--- src/rtl/rv32_writeback_arbiter.sv ---
// Round-robin writeback arbiter that feeds the single register-file write port,
// plus the 32-entry pending-write scoreboard that decode uses for hazard checks.
module rv32_writeback_arbiter #(
    parameter int unsigned NUM_REQ = 3
) (
    input  logic                     clk,
    input  logic                     resetn,
    input  logic [NUM_REQ-1:0]       req_valid,
    input  logic [NUM_REQ-1:0][4:0]  req_rd,
    input  logic [NUM_REQ-1:0][31:0] req_data,
    output logic [NUM_REQ-1:0]       req_ready,
    output logic                     rf_write,
    output logic [4:0]               rf_rw,
    output logic [31:0]              rf_d,
    input  logic                     issue_valid,
    input  logic [4:0]               issue_rd,
    input  logic [4:0]               query_r1,
    input  logic [4:0]               query_r2,
    input  logic                     query_use_r1,
    input  logic                     query_use_r2,
    input  logic [4:0]               query_rd,
    input  logic                     query_use_rd,
    output logic                     hazard_stall,
    output logic [31:0]              busy
);

    localparam int unsigned PW = $clog2(NUM_REQ);

    logic [PW-1:0] ptr;
    logic [PW-1:0] gidx;
    logic [PW-1:0] ptr_next;
    logic          xfer;
    logic [4:0]    sel_rd;
    logic [31:0]   sel_data;
    logic [31:0]   busy_next;
    int unsigned   idx;

    // Search starts at the pointer and wraps; the first valid requester wins.
    always_comb begin
        req_ready = '0;
        xfer      = 1'b0;
        gidx      = '0;
        idx       = 0;
        for (int unsigned k = 0; k < NUM_REQ; k++) begin
            idx = (32'(ptr) + k) % NUM_REQ;
            if (!xfer && req_valid[idx[PW-1:0]]) begin
                xfer = 1'b1;
                gidx = idx[PW-1:0];
            end
        end
        if (!resetn) begin
            xfer = 1'b0;
        end
        if (xfer) begin
            req_ready[gidx] = 1'b1;
        end
    end

    assign sel_rd   = req_rd[gidx];
    assign sel_data = req_data[gidx];
    assign ptr_next = PW'((32'(gidx) + 1) % NUM_REQ);

    // Clear on acceptance first, then set, so a new producer wins a same-cycle collision.
    always_comb begin
        busy_next = busy;
        if (xfer) begin
            busy_next[sel_rd] = 1'b0;
        end
        if (issue_valid && (issue_rd != '0)) begin
            busy_next[issue_rd] = 1'b1;
        end
        busy_next[0] = 1'b0;
    end

    assign hazard_stall = resetn &&
                          ((query_use_r1 && busy[query_r1]) ||
                           (query_use_r2 && busy[query_r2]) ||
                           (query_use_rd && busy[query_rd]));

    always_ff @(posedge clk or negedge resetn) begin
        if (!resetn) begin
            ptr      <= '0;
            rf_write <= 1'b0;
            rf_rw    <= '0;
            rf_d     <= '0;
            busy     <= '0;
        end else begin
            if (xfer) begin
                ptr <= ptr_next;
            end
            // x0 transfers are consumed but never reach the register file.
            rf_write <= xfer && (sel_rd != '0);
            if (xfer && (sel_rd != '0)) begin
                rf_rw <= sel_rd;
                rf_d  <= sel_data;
            end
            busy <= busy_next;
        end
    end

endmodule

--- config.mk ---
export PLATFORM = sky130hd
export DESIGN_NAME = rv32_writeback_arbiter
export DESIGN_NICKNAME = d
export VERILOG_FILES = /design/src/rtl/rv32_writeback_arbiter.sv
export SDC_FILE = /design/constraint.sdc
export NUM_CORES = 1
export LEC_CHECK = 0
export BUFFER_PORTS_ARGS = -buffer_cell sky130_fd_sc_hd__buf_2
export CAP_MARGIN = 20
export CELL_PAD_IN_SITES_DETAIL_PLACEMENT = 1
export CELL_PAD_IN_SITES_GLOBAL_PLACEMENT = 1
export CORE_MARGIN = 3
export CORE_UTILIZATION = 33
export CTS_CLUSTER_SIZE = 14
export DETAILED_ROUTE_END_ITERATION = 16
export PLACE_DENSITY = 0.8
export REMOVE_ABC_BUFFERS = 1
export SLEW_MARGIN = 15
export SYNTH_ARGS = -nofsm -noshare
export SYNTH_HDL_FRONTEND = slang
export SYNTH_SLANG_ARGS = --single-unit
--- constraint.sdc ---
create_clock -name clk -period 6.4 [get_ports clk]
set_clock_uncertainty 0.1 [all_clocks]
set_input_delay 1.28 -clock clk [delete_from_list [all_inputs] [get_ports clk]]
set_output_delay 1.28 -clock clk [all_outputs]
set_load 0.1 [all_outputs]
**Yosys cells after proc, flatten, opt, wreduce, memory -nomap -nowiden**

Index checks and enable logic that the tools add are counted.

- $add $sub $neg: 3
- Div/mod/pow operators: 4
- Order comparisons: 12
- Multiplexer cells: 32
- Bitwise operators: 3
- Reductions and logical operators: 17

Operators with widths:

| kind | number |
|---|---|
| remainder unit 32 x 2 -> 32 bit (second input constant) | 3 |
| two-way mux 32 bit | 3 |
| binary-select mux 32 bit (select 2 bit) | 1 |
| bitwise AND 32 bit | 1 |
| remainder unit 2 x 2 -> 32 bit (second input constant) | 1 |
| NOT 32 bit | 1 |
| bitwise OR 32 bit | 1 |
| < comparator 5 x 6 -> 1 bit (second input constant) | 5 |
| binary-select mux 1 bit (select 5 bit) | 3 |
| two-way mux 1 bit | 13 |
| < comparator 2 x 3 -> 1 bit (second input constant) | 4 |
| logical AND 1 bit | 11 |
| binary-select mux 5 bit (select 2 bit) | 1 |
| demux 1 bit (select 5 bit) | 2 |
| >= comparator 5 x 1 -> 1 bit (second input constant) | 2 |
| nonzero test 5 bit | 2 |
| adder 2 x 1 -> 3 bit (second input constant) | 2 |
| binary-select mux 1 bit (select 2 bit) | 3 |
| two-way mux 2 bit | 3 |
| two-way mux 5 bit | 1 |
| adder 2 x 2 -> 3 bit (second input constant) | 1 |
| two-way mux 3 bit | 1 |
| demux 1 bit (select 2 bit) | 1 |
| >= comparator 2 x 1 -> 1 bit (second input constant) | 1 |
| 2 further kinds | 4 |

- Register bits: 71
- Input bits: 140
- Output and inout bits: 74
- Word-level logic and storage cells: 76

**Longest topological paths before layout**

Gate-level depths: netlist of the first run.

- Depth after elaboration: 21
- Gate-level depth with buffers: 13
- Depth with buffers taken out: 11

**Worst setup path after synthesis of the first run**

OpenSTA, ideal clock, no wires.

- Path kind: input to output
- Start: input port req_valid[0]
- End: output port req_ready[0]
- Arrival time: 4.560 ns
- Required time: 5.020 ns
- Path slack: 0.460 ns
- Stages: 7
- Buffers on the path: 2
- Cells stage by stage: mux2_4 and2_4 o221ai_4 nand2_4 clkbuf_1 clkbuf_1 nor3_1

- Word-level cells in the longest chain between the ends: 14
- Elaborated cells between the ends (all ways): 23
- Classes of those cells: order compare (2); mux (16); reduce/logical (5)

Ends and longest elaborated chain:

| element | line | text |
|---|---|---|
| from (decl) | 8 | `input logic [NUM_REQ-1:0] req_valid,` |
| binary-select mux 1 bit (select 2 bit) | 46 | `if (!xfer && req_valid[idx[PW-1:0]]) begin` |
| two-way mux 1 bit (implied by the code) | 46 |  |
| two-way mux 1 bit | 46 |  |
| logical NOT 1 bit | 46 |  |
| logical AND 1 bit | 46 |  |
| two-way mux 1 bit | 46 |  |
| logical NOT 1 bit | 46 |  |
| logical AND 1 bit | 46 |  |
| two-way mux 2 bit | 46 |  |
| < comparator 2 x 3 -> 1 bit (implied by the code) or >= comparator 2 x 1 -> 1 bit (tied branches) | 55 | `req_ready[gidx] = 1'b1;` |
| logical AND 1 bit (implied by the code) | 55 |  |
| two-way mux 1 bit (implied by the code) | 55 |  |
| demux 1 bit (select 2 bit) | 55 |  |
| two-way mux 3 bit (*) | 54 | `if (xfer) begin` |
| to (decl) | 11 | `output logic [NUM_REQ-1:0] req_ready,` |

Every way passes the cells marked *; elsewhere a longest branch is shown, timed or not. The select of a mux whose other input is x is not followed.

**Worst setup path in the final report of the first run**

- Start: register ptr[1]
- End: output port req_ready[0]

- Word-level cells in the longest chain between the ends: 15
- Elaborated cells between the ends (all ways): 28
- Classes of those cells: add/sub (2); div (3); order compare (2); mux (16); reduce/logical (5)

Ends and longest elaborated chain:

| element | line | text |
|---|---|---|
| from (decl) | 29 | `logic [PW-1:0] ptr;` |
| from (signal assigned) | 89 | `ptr <= ptr_next;` |
| branches (longest 14 deep; another with remainder unit 32 x 2 -> 32 bit) | n/a |  |
| two-way mux 3 bit (*) | 54 |  |

Every way passes the cells marked *. The select of a mux whose other input is x is not followed.

==> results of run 1 <==
-- registers in the layout, summed over array words and instances (netlist names) --
name	flops
busy	31
ptr	2
rf_d	32
rf_write	1
rf_rw	5
-- through the flow --
step,instance area [µm²],setup WS [ns],instances
after CTS,6410,1.52,854
after global routing,6410,1.29,854
after floorplan,4820,0.569,442
final,6410,1.53,854
after detailed placement,6140,1.52,841
after global placement,6140,1.59,841
-- layer usage --
| layer | vias to the layer above | wire length (µm) | GRT usage (%) |
|---|---|---|---|
| met3 | 19 | 1300 | 3.90 |
| met1 | 2301 | 6160 | 22.7 |
| met4 | 0 | 214 | 5.87 |
| li1 | 2146 | - | - |
| met5 | - | 0 | 0 |
| met2 | 211 | 8140 | 35.1 |
-- cells in the mapped netlist, types with 4 or more instances --
| master | count |
|---|---|
| dfrtp_1 | 71 |
| a21oi_1 | 7 |
| nand3b_1 | 6 |
| mux2_4 | 27 |
| mux4_2 | 27 |
| inv_1 | 14 |
| o21ai_0 | 96 |
| nand2_1 | 50 |
| nand2b_1 | 6 |
| o21ai_1 | 12 |
| mux2i_1 | 34 |
| o31ai_1 | 4 |
| nor2_1 | 6 |
| mux2_2 | 10 |
| or3_1 | 4 |
| ha_1 | 6 |
| nand3_1 | 12 |
| clkbuf_1 | 15 |
| o211ai_1 | 7 |
| buf_2 | 4 |
-- final cells by class --
type,instances,share of cell area [%]
Clock inverter,2,0.547
Multi-Input combinational cell,356,46.6
Clock buffer,11,3.63
Tap cell,184,3.59
Inverter,15,0.957
Timing Repair Buffer,215,17.0
Sequential cell,71,27.7
-- how the worst min path moves through the flow --
stage	from	to	slack [ns]	depth (start not counted)
2_1_floorplan	ptr[1]	ptr[1]	0.48	2
6_report	rf_d[2]	rf_d[2]	0.40	1
3_3_place_gp	rf_d[2]	rf_d[2]	0.39	1
5_1_grt	rf_d[3]	rf_d[3]	0.42	1
4_1_cts	rf_d[3]	rf_d[3]	0.41	1
3_5_place_dp	rf_d[4]	rf_d[4]	0.39	1
-- cell families (layout without fill, tap and decap cells) --
logic type / count (synthesis) / after routing / synth area share (%)
adder cells (fa/ha/maj): 6 / 6 / 1.52
buffers and inverters: 40 / 243 / 3.87
AND/OR/NAND/NOR: 105 / 105 / 11.4
flip-flops: 71 / 71 / 35.9
other: 1 / 1 / 0.0757
AO/OA/AOI/OAI: 146 / 146 / 17.6
multiplexers: 98 / 98 / 29.6
-- worst max-delay path, stage by stage, from the launching register on --
cell and delay, ns:
dfrtp_1 0.40, inv_1 0.11, ha_1 0.48, mux2_4 0.36
and2_4 0.18, o221ai_4 0.28, nand2_4 0.38, nor3_1 0.45
buf_2 0.50
==> qor.txt, run 1 <==
All-Layer GR Usage = 19.2%
Maximum buffer depth of the clock tree = 2
CP endpoint = req_ready[0]
Yosys cell types = 51
Synth warnings = 0
Layout area overhead = 29.4%
Die Wd = 129 µm
Area used by multi-input combinational logic = 2980 µm²
Final wirelength = 15800 µm
Final setup TNS = 0 ns
Synth area leaders = dfrtp_1 (36%), mux4_2 (12%), o21ai_0 (9.7%)
Die height = 129 µm
Core area = 14600 µm²
Fillcell total = 1716
H-tree Lvls = 3
Final core occ = 43.9%
Full die area = 16500 µm²
Synth Register Bits = 71
Max-slew violations = 0
Min Hold Slack = 0.402 ns
Final Cycle Share = 76.1%
Leading cell type in the layout, fill and taps excluded = buf_2
Crit path required time = 5.02 ns
Layout cells sized above 1 = 46.4%
Skew-Pair Late Insertion Delay = 0.33 ns
Ys async rst share = 100%
CTS tree = yes
Standard-cell rows = 44
Root Driver = clkbuf_16
Vias in the first global route = 5004
Largest net degree at the start of global routing = 71
Reg clk slew, reported paths = 0.05 ns
HPWL after detailed placement = 12900 µm
Cts bufs inserted = 9
Sequential-to-total area share from yosys stat = 35.9%
Avg Vias per Cell = 5.48
Num ports = 214
MaxCap Viol Count = 0
Violation count after the first detailed-routing iteration = 131
Worst reg2reg endpoint = rf_d[1]
Final hold viol count = 0
Reg2reg path depth = 12
FF+latch area = 1780 µm²
Slew Limit Headroom = 49.1%
Synthesized area = 4950 µm²
Syn_area_per_cell = 10.6 µm²
First-pass GRT wire length = 25400 µm
Prevailing post-synth register cell = dfrtp_1
RR Startpoint = ptr[1]
Cell taking the most area after synthesis = dfrtp_1
Routed wire per std cell = 18.5 µm
Commonest cells after routing, fill and taps aside = buf_2 (211), o21ai_0 (96), dfrtp_1 (71)
Critical Path Sink Type = primary output
Setup Fix Bufs, Post-CTS = 0
Total global routing overflow = 0
Worst hold path class = flip-flop to flip-flop
ANT nets after route = 0
Final GP Congestion = 0.902
Via count of the routed design = 4677
Achievable Freq = 205 MHz
Final setup violation count = 0
Post-CTS sizing = 0
ANT cells = 0
Buffers on Ports = 212
DR DRC count = 0
RSZ-0062 raised after global routing = false
Post-Syn Instances = 467
Type of element launching the critical path = flip-flop
Minimum clock period = 4.87 ns
Clock sinks = 71
Status = finished, final reports clean
# nets final = 814
Worst-margin pin slew = 0.764 ns
Post-synth EDFFs = 0
Synth top area share = 35.9%
Hold buffers post-CTS = 0
Reg2Reg Setup Slack = 2.20 ns
Antenna violations before repair = 0
Critical path type = flip-flop to primary output
Setup crit start = ptr[1]
Crit Path Max Fanout = 70
Drt first pass iters = 4
Starting density of the core = 33.9%
CP arrival = 3.49 ns
Power of run 1 is left out: the tool's default activity adds up to more than one toggle a clock period on the data nets, which glitch-free logic cannot reach.
==> run 2: changes to the inputs <==
--- a/config.mk
+++ b/config.mk
@@ -13,7 +13,7 @@
 export CORE_UTILIZATION = 33
 export CTS_CLUSTER_SIZE = 14
 export DETAILED_ROUTE_END_ITERATION = 16
-export PLACE_DENSITY = 0.8
+export PLACE_DENSITY = 0.83
 export REMOVE_ABC_BUFFERS = 1
 export SLEW_MARGIN = 15
 export SYNTH_ARGS = -nofsm -noshare
==> constraint.sdc (replaced) <==
create_clock -name clk -period 4.05 [get_ports clk]
set_clock_uncertainty 0.1 [all_clocks]
set_input_delay 0.81 -clock clk [delete_from_list [all_inputs] [get_ports clk]]
set_output_delay 0.81 -clock clk [all_outputs]
set_load 0.1 [all_outputs]
==> run 2 against run 1 <==
Against the previous run:
- hold slack got worse by 0.16 ns
- worst setup slack got worse by 1.3 ns
- non-clock buffer count rose by 5
- die area did not move
- sequential share of layout area fell by 0.47 points
- sequential cell count did not move
- final cell count rose by 0.94%
- routed wire length rose by 6.5%
- design area rose by 1.7%
- critical path depth did not move
- highest routed layer unchanged
==> qor.txt, run 2 (synthesized netlist as in run 1, its figures left out) <==
Drt first pass iters = 4 (unchanged)
ANT cells = 0 (unchanged)
First-pass GRT wire length = 25800 µm (+1.8%)
Status = finished, final reports clean
ANT nets after route = 0 (unchanged)
All-Layer GR Usage = 19.8% (+0.57 points)
FF+latch area = 1780 µm² (unchanged)
Leading cell type in the layout, fill and taps excluded = buf_2
Full die area = 16500 µm² (unchanged)
DR DRC count = 0 (unchanged)
Num ports = 214 (unchanged)
Die height = 129 µm (unchanged)
Buffers on Ports = 212 (unchanged)
Via count of the routed design = 4729 (+1.1%)
Final wirelength = 16900 µm (+6.5%)
Setup ws final = 0.271 ns (-1.26 ns)
Crit path required time = 3.14 ns (-1.88 ns)
Layout area overhead = 31.6%
Routed wire per std cell = 19.5 µm (+5.5%)
Crit Path Max Fanout = 11 (-84%)
Dpl cells = 846 (+0.59%)
Avg Vias per Cell = 5.49 (+0.17%)
Die Wd = 129 µm (unchanged)
Largest regs = rf_d x32, busy x31, rf_rw x5
Setup Fix Bufs, Post-CTS = 0 (unchanged)
Total global routing overflow = 0 (unchanged)
Final Cycle Share = 93.3%
Clock sinks = 71 (unchanged)
Worst-margin pin slew = 0.739 ns (-0.0249 ns)
HPWL after detailed placement = 13600 µm (+5.5%)
Setup crit start = ptr[1]
Root Driver = clkbuf_16
Standard-cell rows = 44 (unchanged)
H-tree Lvls = 3 (unchanged)
Type of element launching the critical path = flip-flop
Violation count after the first detailed-routing iteration = 176 (+34%)
Cts bufs inserted = 9 (unchanged)
Layout cells sized above 1 = 47.2% (+0.78 points)
Worst hold path class = primary input to async pin
Commonest cells after routing, fill and taps aside = buf_2 (209), o21ai_0 (96), dfrtp_1 (71)
Minimum clock period = 3.78 ns
Vias in the first global route = 5039 (+0.70%)
RSZ-0062 raised after global routing = false
Core area = 14600 µm² (unchanged)
Critical path type = flip-flop to primary output
Area used by multi-input combinational logic = 2990 µm² (+0.17%)
MaxCap Viol Count = 0 (unchanged)
Final GP Congestion = 0.856 (-5.1%)
Fillcell total = 1698 (-1.0%)
Starting density of the core = 33.9% (unchanged)
# nets final = 819 (+0.61%)
Reg clk slew, reported paths = 0.05 ns (about the same)
Largest net degree at the start of global routing = 65 (-8.5%)
Max FFs per register = 32 (unchanged)
Final setup violation count = 0 (unchanged)
Setup WS pre-CTS = 0.225 ns (-1.30 ns)
Maximum buffer depth of the clock tree = 2 (unchanged)
Final hold viol count = 0 (unchanged)
Antenna violations before repair = 0 (unchanged)
Skew-Pair Late Insertion Delay = 0.33 ns (about the same)
Post-Layout Cell Count = 862 (+0.94%)
Post-CTS sizing = 0 (unchanged)
Hold buffers post-CTS = 0 (unchanged)
Max-slew violations = 0 (unchanged)
Critical Path Sink Type = primary output
CP arrival = 2.87 ns (-0.62 ns)
Slew Limit Headroom = 50.7% (+1.7 points)
RR Startpoint = ptr[1]
Achievable Freq = 265 MHz
CTS tree = yes
Register bank with the most flops = rf_d
Final setup TNS = 0 ns (unchanged)
-- run 2: final timing paths --
| path | to | slack [ns] | depth (start not counted) |
|---|---|---|---|
| max | req_ready[0] | 0.27 | 8 |
| min | busy[5] | 0.25 | 1 |
| max reg2reg | rf_d[6] | 0.39 | 11 |
| min reg2reg | rf_d[1] | 0.41 | 1 |
| max in group asynchronous | rf_d[14] | 2.59 | 2 |
| min in group clk | rf_d[1] | 0.41 | 1 |
-- run 2: cell type report --
cell class                 instances  share of cell area, %
tap                              184                   3.53
clock buffer                      13                   3.84
clock inverter                     3                  0.653
sequential                        71                   27.3
multi-input combinational        356                   45.9
inverter                          15                  0.941
timing repair buffer             220                   17.9
-- run 2: routing by layer --
layer | GRT usage (%) | wire, µm
met1 | 23.2 | 6550
met2 | 36.0 | 8710
met3 | 4.36 | 1240
met4 | 6.18 | 348
met5 | 0 | 0
-- run 2: stage by stage --
| step | instance area, µm² | utilization (%) | hold WS [ns] |
|---|---|---|---|
| floorplan | 4820 | - | 0.414 |
| finish | 6520 | 44.7 | 0.246 |
| global placement | 6220 | 42.6 | 0.390 |
| CTS | 6510 | 44.6 | 0.243 |
| global route | 6520 | 44.7 | 0.246 |
| detailed placement | 6220 | 42.6 | 0.389 |
-- run 2: critical path, stage by stage, from the launching register on --
cell and delay [ns]:
dfrtp_1 0.40, inv_1 0.11, ha_2 0.37, mux2i_1 0.30
o21ai_1 0.17, nor3_2 0.45, nor2_4 0.10, nor3_1 0.16
buf_2 0.48
Power of run 2 is left out for the same reason.
==> run 3: changes to the inputs <==
--- a/config.mk
+++ b/config.mk
@@ -14,6 +14,7 @@
 export CTS_CLUSTER_SIZE = 14
 export DETAILED_ROUTE_END_ITERATION = 16
 export PLACE_DENSITY = 0.83
+export RECOVER_POWER = 25
 export REMOVE_ABC_BUFFERS = 1
 export SLEW_MARGIN = 15
 export SYNTH_ARGS = -nofsm -noshare
==> run 3 against run 2 <==
Against the previous run:
- sequential cell count is the same
- register-to-register slack is essentially flat
- non-clock buffer count is the same
- largest cell class unchanged
- global-route usage is the same
- critical path type unchanged
==> qor.txt, run 3 (synthesized netlist as in run 1, its figures left out) <==
Status = finished, final reports clean
GR peak layer = met2
Total global routing overflow = 0 (unchanged)
Layout area overhead = 31.5% (about the same)
Placed cell areas = 6220 µm² (unchanged)
Crit Path Max Fanout = 11 (unchanged)
Critical path type = flip-flop to primary output
Met2 usage in global routing = 36.0% (unchanged)
Maximum buffer depth of the clock tree = 2 (unchanged)
Via count of the routed design = 4724 (-0.11%)
Setup Fix Bufs, Post-CTS = 0 (unchanged)
Violation count after the first detailed-routing iteration = 176 (unchanged)
Hold buffers post-CTS = 0 (unchanged)
HPWL after detailed placement = 13600 µm (unchanged)
Commonest cells after routing, fill and taps aside = buf_2 (209), o21ai_0 (96), dfrtp_1 (71)
CP cell instances = inv_1 > ha_2 > mux2i_1 > o21ai_1 > nor3_2 > nor2_4 > nor3_1 > buf_2
MaxCap Viol Count = 0 (unchanged)
Num ports = 214 (unchanged)
RSZ-0062 raised after global routing = false
First-pass GRT wire length = 25800 µm (unchanged)
Fillcell total = 1699 (+0.059%)
Die height = 129 µm (unchanged)
Final Cycle Share = 93.4% (about the same)
Final core occ = 44.6% (about the same)
Final hold viol count = 0 (unchanged)
Buffers on Ports = 212 (unchanged)
ANT nets after route = 0 (unchanged)
Area used by multi-input combinational logic = 2990 µm² (unchanged)
Drt first pass iters = 4 (unchanged)
H-tree Lvls = 3 (unchanged)
Vias in the first global route = 5039 (unchanged)
Root Driver = clkbuf_16
# nets final = 819 (unchanged)
Full die area = 16500 µm² (unchanged)
CTS tree = yes
Crit-path slowest cell = buf_2
Slew Limit Headroom = 2.76% (-48 points)
Largest regs = rf_d x32, busy x31, rf_rw x5
Critical Path Sink Type = primary output
Minimum clock period = 3.78 ns (+0.00200 ns)
Post-CTS sizing = 0 (unchanged)
CP arrival = 2.87 ns (about the same)
Reg clk slew, reported paths = 0.05 ns (about the same)
Clock sinks = 71 (unchanged)
M3 GR Usage = 4.36% (unchanged)
Max-slew violations = 0 (unchanged)
Leading cell type in the layout, fill and taps excluded = buf_2
Max FFs per register = 32 (unchanged)
Reg2reg path depth = 11 (unchanged)
Final setup TNS = 0 ns (unchanged)
Core area = 14600 µm² (unchanged)
Critical path's largest stage delay = 0.48 ns (about the same)
Avg Vias per Cell = 5.48 (-0.11%)
Die Wd = 129 µm (unchanged)
Largest net degree at the start of global routing = 65 (unchanged)
Final setup violation count = 0 (unchanged)
Type of element launching the critical path = flip-flop
Skew-Pair Late Insertion Delay = 0.33 ns (about the same)
Routing usage on met1 = 23.2% (unchanged)
Worst hold path class = flip-flop to flip-flop
Final GP Congestion = 0.856 (unchanged)
ANT cells = 0 (unchanged)
Layout cells sized above 1 = 47.1% (-0.15 points)
FF+latch area = 1780 µm² (unchanged)
DR DRC count = 0 (unchanged)
All-Layer GR Usage = 19.8% (unchanged)
Register bank with the most flops = rf_d
Cts bufs inserted = 9 (unchanged)
Worst-margin pin slew = 1.46 ns (+0.719 ns)
Starting density of the core = 33.9% (unchanged)
Crit path required time = 3.14 ns (about the same)
Routed wire per std cell = 19.5 µm (about the same)
Antenna violations before repair = 0 (unchanged)
Non-Filler Cell Area, Final = 6510 µm² (about the same)
Hold path depth = 1
Standard-cell rows = 44 (unchanged)
Achievable Freq = 264 MHz (about the same)
Final wirelength = 16800 µm (about the same)
## run 3: metal layers
metal	vias to the layer above	wire, µm
met5	-	0
met4	0	348
li1	2156	-
met3	32	1260
met1	2295	6540
met2	241	8700
## run 3: worst max-delay path: cells and delay by family (launching register included)
family / cells / cell delay [ns]
muxes: 1 / 0.30
buffers and inverters: 2 / 0.59
AOI/OAI and AO/OA: 1 / 0.17
and+or+nand+nor: 3 / 0.71
DFF: 1 / 0.40
adders and majority gates: 1 / 0.37
## run 3: per-stage QoR
step                setup WS (ns)  hold WS, ns  instances
global placement            0.426        0.390        846
CTS                        0.0854        0.243        862
floorplan                  -0.971        0.414        442
detailed placement          0.225        0.389        846
finish                      0.269        0.409        862
global route               0.0742        0.417        862
## run 3: area by class of cell
class / instances / area share [%]
Multi-Input combinational cell: 356 / 45.9
Timing Repair Buffer: 220 / 17.8
Tap cell: 184 / 3.54
Inverter: 15 / 0.942
Sequential cell: 71 / 27.3
Clock inverter: 3 / 0.653
Clock buffer: 13 / 3.84
## run 3: path summary, 6_finish.rpt
| kind | startpoint | endpoint | slack (ns) |
|---|---|---|---|
| min in group asynchronous | resetn | busy[5] | 0.55 |
| worst max-delay path | ptr[1] | req_ready[0] | 0.27 |
| worst min register to register | rf_d[1] | rf_d[1] | 0.41 |
| max in group asynchronous | resetn | rf_d[14] | 1.32 |
| worst max register to register | ptr[1] | rf_d[6] | 0.38 |
| worst min-delay path | rf_d[1] | rf_d[1] | 0.41 |
Power of run 3 is left out for the same reason.
